[config.mk]
export PLATFORM = sky130hd
export DESIGN_NAME = logic_unit_arbiter
export DESIGN_NICKNAME = d
export VERILOG_FILES = /design/src/rtl/logic_unit_arbiter.sv
export SDC_FILE = /design/constraint.sdc
export NUM_CORES = 1
export LEC_CHECK = 0
export ABC_AREA = 1
export CORE_ASPECT_RATIO = 1.1
export CORE_MARGIN = 4
export CORE_UTILIZATION = 35
export DETAILED_ROUTE_END_ITERATION = 16
export PLACE_DENSITY = 0.78
export RECOVER_POWER = 100
export SYNTH_ARGS = -nofsm -noshare
export SYNTH_HDL_FRONTEND = slang
export SYNTH_SLANG_ARGS = --single-unit
[constraint.sdc]
create_clock -name clk -period 1.3 [get_ports clk]
set_input_delay 0.195 -clock clk [delete_from_list [all_inputs] [get_ports clk]]
set_output_delay 0.195 -clock clk [all_outputs]
set_load 0.05 [all_outputs]
[src/rtl/logic_unit_arbiter.sv]
// ---------------------------------------------------------------------------
// logic_unit_arbiter
//
// Two-requester round-robin arbiter and sequencer for the shared WIDTH-bit
// AND/OR/NOR logic unit. One operation is in flight at a time: accept,
// execute (operands presented to the unit), then hold the registered result
// on the response channel until it is taken.
//
// Build option:
//   LOGIC_UNIT_ARB_XOR_EN  when defined, op 3 returns XOR built from the unit
//                          outputs; otherwise op 3 completes with rsp_err=1
//                          and rsp_data=0.
//
// Ports:
//   clk, rst_n                  clock, synchronous active-low reset
//   reqN_valid/ready/op/a/b     request channel for requester N (N=0,1)
//   lu_a, lu_b                  registered operands to the logic unit
//   lu_and, lu_or, lu_nor       combinational results from the logic unit
//   rsp_valid/ready             response handshake
//   rsp_id, rsp_data, rsp_err   response payload
//   busy                        high while an operation is in flight
//
// state | meaning
// ------+-------------------------------------------------------------
// IDLE  | arbitrate between requesters; accept latches id/op/operands
// EXEC  | operands on lu_a/lu_b; result captured at the end of the cycle
// RESP  | rsp_valid held with stable payload until rsp_ready
// ---------------------------------------------------------------------------
module logic_unit_arbiter #(
    parameter int WIDTH = 32
) (
    input  logic             clk,
    input  logic             rst_n,
    input  logic             req0_valid,
    output logic             req0_ready,
    input  logic [1:0]       req0_op,
    input  logic [WIDTH-1:0] req0_a,
    input  logic [WIDTH-1:0] req0_b,
    input  logic             req1_valid,
    output logic             req1_ready,
    input  logic [1:0]       req1_op,
    input  logic [WIDTH-1:0] req1_a,
    input  logic [WIDTH-1:0] req1_b,
    output logic [WIDTH-1:0] lu_a,
    output logic [WIDTH-1:0] lu_b,
    input  logic [WIDTH-1:0] lu_and,
    input  logic [WIDTH-1:0] lu_or,
    input  logic [WIDTH-1:0] lu_nor,
    output logic             rsp_valid,
    input  logic             rsp_ready,
    output logic             rsp_id,
    output logic [WIDTH-1:0] rsp_data,
    output logic             rsp_err,
    output logic             busy
);

    typedef enum logic [1:0] {
        IDLE = 2'd0,
        EXEC = 2'd1,
        RESP = 2'd2
    } state_t;

    state_t           state_q;
    state_t           state_nx;
    logic             ptr_q;
    logic [1:0]       op_q;
    logic             grant0;
    logic             grant1;
    logic             accept;
    logic             acc_id;
    logic             capture;
    logic [WIDTH-1:0] result;
    logic             result_err;

    // Pointer only matters when both requesters are valid.
    assign grant0 = req0_valid && (!req1_valid || (ptr_q == 1'b0));
    assign grant1 = req1_valid && (!req0_valid || (ptr_q == 1'b1));

    always_ff @(posedge clk) begin
        if (!rst_n) begin
            state_q <= IDLE;
        end else begin
            state_q <= state_nx;
        end
    end

    always_comb begin
        state_nx   = state_q;
        req0_ready = 1'b0;
        req1_ready = 1'b0;
        accept     = 1'b0;
        acc_id     = 1'b0;
        capture    = 1'b0;
        case (state_q)
            IDLE: begin
                // Gated by rst_n so ready reads 0 during reset even before
                // the first clock edge has initialised the state register.
                req0_ready = rst_n && grant0;
                req1_ready = rst_n && grant1;
                if (req0_ready || req1_ready) begin
                    accept   = 1'b1;
                    acc_id   = req1_ready;
                    state_nx = EXEC;
                end
            end
            EXEC: begin
                capture  = 1'b1;
                state_nx = RESP;
            end
            RESP: begin
                if (rsp_ready) begin
                    state_nx = IDLE;
                end
            end
            default: begin
                state_nx = IDLE;
            end
        endcase
    end

    assign rsp_valid = (state_q == RESP);
    assign busy      = (state_q == EXEC) || (state_q == RESP);

    always_comb begin
        result     = '0;
        result_err = 1'b0;
        case (op_q)
            2'd0: result = lu_and;
            2'd1: result = lu_or;
            2'd2: result = lu_nor;
            default: begin
`ifdef LOGIC_UNIT_ARB_XOR_EN
                // a^b: bits where neither both-set (and) nor both-clear (nor)
                result     = ~(lu_and | lu_nor);
                result_err = 1'b0;
`else
                result     = '0;
                result_err = 1'b1;
`endif
            end
        endcase
    end

    always_ff @(posedge clk) begin
        if (!rst_n) begin
            ptr_q    <= 1'b0;
            op_q     <= 2'd0;
            lu_a     <= '0;
            lu_b     <= '0;
            rsp_id   <= 1'b0;
            rsp_data <= '0;
            rsp_err  <= 1'b0;
        end else begin
            if (accept) begin
                ptr_q  <= ~acc_id;
                rsp_id <= acc_id;
                op_q   <= acc_id ? req1_op : req0_op;
                lu_a   <= acc_id ? req1_a  : req0_a;
                lu_b   <= acc_id ? req1_b  : req0_b;
            end
            if (capture) begin
                rsp_data <= result;
                rsp_err  <= result_err;
            end
        end
    end

endmodule

* Yosys cells after proc, flatten, opt, wreduce, memory -nomap -nowiden
Index checks and enable logic that the tools add are counted.
** Word-level totals
- Register bits after elaboration :: 103
- Input port bits :: 233
- Output and inout port bits :: 102
- Word-level logic and storage cells :: 45
** Cells by class
- Equal/unequal tests :: 6
- Muxes and demuxes :: 15
- Bitwise gates (word level) :: 2
- Reduce and logical (&&, ||, !) cells :: 14
** Operators with widths (count)
- one-hot mux 32 bit (3 select lines) :: 1
- two-way mux 32 bit :: 2
- two-way mux 1 bit :: 8
- two-way mux 2 bit :: 3
- one-hot mux 2 bit (3 select lines) :: 1
- equality test 2 x 1 -> 1 bit (second input constant) :: 2
- equality test 2 bit (second input constant) :: 2
- logical AND 1 bit :: 4
- zero test 2 bit :: 2
- logical OR 1 bit :: 4
- OR reduction 3 bit :: 1
- zero test 1 bit :: 2
- inequality test 2 x 1 -> 1 bit (second input constant) :: 1
- inequality test 2 bit (second input constant) :: 1
- NOT 1 bit :: 2
- AND reduction 2 bit :: 1

* Depth between registers and ports, before layout
- Depth in word-level cells :: 8
- Mapped depth :: 10
- Mapped depth without buffers :: 8

* Worst setup path after synthesis
OpenSTA, ideal clock, no wires.
- Path kind :: flip-flop to output port
- Start :: register state_q[0]
- End :: output port req0_ready
- Data arrival time :: 1.740 ns
- Required time :: 1.105 ns
- Slack :: -0.635 ns
- Stages on the path, launching flop included :: 7
- Path buffers :: 1
- Cell sequence :: dfxtp_1 -> inv_1 -> ha_1 -> nand3_2 -> nor2_2 -> buf_2 -> nor2_1
** Between the ends
- Cells in the longest elaborated chain, start to end :: 2
** RTL lines
- start, declared :: RTL line 63 : state_t state_q;
- start signal, assigned :: RTL line 83 : state_q <= state_nx;
- zero test 2 bit :: RTL line 94 : case (state_q)
- two-way mux 1 bit :: RTL line 94
- end, declared :: RTL line 35 : output logic req0_ready,
No other way between the ends.

* Worst setup path in the final report
- Start :: register state_q[1]
- End :: output port req1_ready
** Between the ends
- Cells in the longest elaborated chain, start to end :: 2
** RTL lines
- zero test 2 bit :: RTL line 94
- two-way mux 1 bit :: RTL line 94
- end, declared :: RTL line 40 : output logic req1_ready,
No other way between the ends.

==> reports/qor.yml <==
grt:
  grt_pass1_vias: 7358
  grt_max_degree: 49
  overflow: 0
  grt_antenna_before_repair: 0
  grt_pass1_wl_mm: 38.2
  grt.total_usage_pct: 25.0
worst_setup_path:
  crit_chain: "inv_2 -> ha_4 -> nand3_4 -> nor2_4 -> buf_12 -> buf_6 -> buf_12"
  cp-end-kind: "output pin"
  path_max_fanout: 3
  slowest_stage: "dfxtp_2"
  cp_data_required_time_ns: 1.11
  arrival_ns: 1.54
  cp_common_cell: "buf_12"
  start_kind: "register"
  max_stage_delay_ns: 0.33
  critPathKind: "reg2out"
yosys:
  synth-seq-cells: 103
  synth_cells: 901
  ys_warn_count: 0
  synth_mux_area_share_pct: 0
  synthSimpleGateAreaFrac_pct: 42.2
  post_synth_xor_area_fraction_pct: 0
  synth_seq_area_share_pct: 35.3
  synth_cell_types: 22
  syn_area_per_cell_um2: 6.48
  synth_top_family_by_area: "simple AND/OR/NAND/NOR gates"
  synth_fa_ha_area_share_pct: 0.857
  netlist_area_um2: 5840
  syn-num-nets: 1138
  synth_compound_area_share_pct: 8.96
detailed_routing:
  wl_per_cell_um: 18.4
  drc: 0
  ant_nets: 0
  num_vias: 7514
  drt-vias-per-instance: 5.10
  wl_mm: 27.1
  drt-initial-drc-count: 341
  dr.pass1.iters: 5
finish:
  antenna_cells: 0
  utilization_pct: 67.0
  multiInputGateArea_um2: 3750
  nNetsFinal: 1500
  fill_cells: 1255
  final_area_um2: 11000
  seq_area_um2: 2070
  areaGrowthSynthToFinish_pct: 87.8
  drive_above_1_share_pct: 32.5
power:
  power_density_nw_per_um2: 1080
  p_leak_nw: 4.66
  finalPower_mw: 11.9
  p_comb_share_pct: 45.2
  p_clk_share_pct: 23.7
  switching_share_pct: 39.1
  ir_drop_mv: 0.754
  p_sw_mw: 4.65
  p_int_mw: 7.24
  p_seq_share_pct: 31.1
sta:
  finalSetupViolCount: 89
  worst_pin_slew_ns: 0.475
  slew_headroom_pct: 68.3
  period_share_pct: 133
  setup_slack_ns: -0.431
  fin_setup_tns_ns: -20.33
  rsz0062_at_grt: "yes"
  finalHoldViolCount: 0
  finalCriticalPeriod_ns: 1.73
  max_freq_mhz: 578
  maxSlewViolCount: 0
  fin_skew_ns: 0.0119
clock_network:
  cts_buffer_depth: 2
  insertion_delay_ns: 0.35
  tritoncts: "done"
  cts.sinks: 103
  cts-root-buf: "clkbuf_16"
  htree_levels: 3
  numCtsBuffers: 9
  path_clk_slew_ns: 0.08
  cts.hold.buffers_added: 0
die:
  start_util_pct: 35.7
  die-area_um2: 18800
  ios: 335
  die_width_um: 131
  fp-row-count: 49
  die_h_um: 143
  fp.coreArea_um2: 16400
placed_design:
  port_buffers: 334
  gp_congestion: 0.869
  place_hpwl_mm: 17.0
  dp_slack_ns: -0.390
  place_area_um2: 10700
run:
  maxCapViolCount: 0
status:
  violations: "setup timing"
  outcome: "finished, violations left"
min_path:
  hold_path.class: "in2reg"
==> synthesized netlist by cell type <==
master	number	area (um2)
a211oi_1	1	7.51
a21oi_1	36	180
buf_1	9	33.8
buf_12	4	80.1
buf_2	28	140
buf_4	5	37.5
buf_6	8	90.1
clkbuf_1	14	52.6
clkbuf_2	2	10.0
clkinv_1	1	3.75
dfxtp_1	103	2060
ha_1	4	50.1
inv_1	76	285
inv_2	1	3.75
nand2_1	170	638
nand2_2	2	12.5
nand3_1	125	626
nand3_2	41	410
nor2_1	201	754
nor2_2	2	12.5
nor2_4	1	11.3
o21ai_0	67	335
==> worst max-delay path, delay by kind of cell, from the launching register on <==
kind,cells,cell delay [ns]
buffers and inverters,4,0.42
adder cells (fa/ha/maj),1,0.15
flip-flops,1,0.33
AND/OR/NAND/NOR,2,0.28
==> power groups by stage <==
stage / clock (mW) / combinational, mW / sequential (mW)
final: 2.82 / 5.38 / 3.70
after global routing: 2.99 / 5.70 / 3.73
after CTS: 2.83 / 5.91 / 3.85
after detailed placement: 0 / 5.37 / 3.92
after global placement: 0 / 5.30 / 3.91
after floorplan: 0 / 1.63 / 4.82
==> repair_timing <==
action	CTS	global route
setup endpoints to repair	105	105
cloned	13	7
gates resized for setup	88	187
buffers inserted	20	9
pin swaps	75	110
==> metal layers <==
metal  up-vias  track usage, %  routed length [um]
li1       3584               -                   -
met1      3504            25.9                9380
met2       337            46.8               14300
met3        89            7.25                2000
met4         0            11.7                1410
met5         -               0                   0
==> worst paths after layout <==
kind	slack, ns	endpoint	startpoint	cells after the start
setup / recovery	-0.43	req1_ready	state_q[1]	7
hold / removal	0.35	ptr_q	rst_n	4
setup reg to reg	-0.38	lu_b[3]	state_q[1]	11
hold reg to reg	0.46	rsp_data[2]	rsp_data[2]	2
==> cells in the final DEF, fill, tap and decap left out, drive strengths merged <==
cell type      synthesis  layout
clkdlybuf4s50          0     231
nor2                 204     204
nand2                172     172
nand3                166     166
clkbuf                16     114
dfxtp                103     103
buf                   54      87
inv                   77      77
o21ai                 67      67
a21oi                 36      36
ha                     4       4
clkinvlp               0       3
clkinv                 1       2
a211oi                 1       1
bufinv                 0       1
==> layout make-up <==
type	instances	area share, %
well taps	204	2.33
inverters	78	2.74
clock buffers	11	2.21
clock inverters	5	0.525
flip-flops and latches	103	18.9
repair buffers	421	39.2
multi-input cells	650	34.2
==> cell families after synthesis <==
group | count (synthesis)
buf+inv | 148
simple gates | 542
fa+ha+maj | 4
flops | 103
compound gates | 104
==> stage by stage <==
| stage | hold WS (ns) | instances |
|---|---|---|
| 6_report | 0.347 | 1472 |
| 5_1_grt | 0.364 | 1472 |
| 4_1_cts | 0.254 | 1467 |
| 3_5_place_dp | 0.493 | 1420 |
| 3_3_place_gp | 0.487 | 1420 |
| 2_1_floorplan | 0.378 | 901 |
==> registers in the layout (all words and copies together), names as in the netlist <==
register and flops:
lu_a 32, lu_b 32, rsp_data 32, op_q 2, state_q 2, ptr_q 1
rsp_err 1, rsp_id 1
No activity file was read; power rests on OpenSTA's default activity.
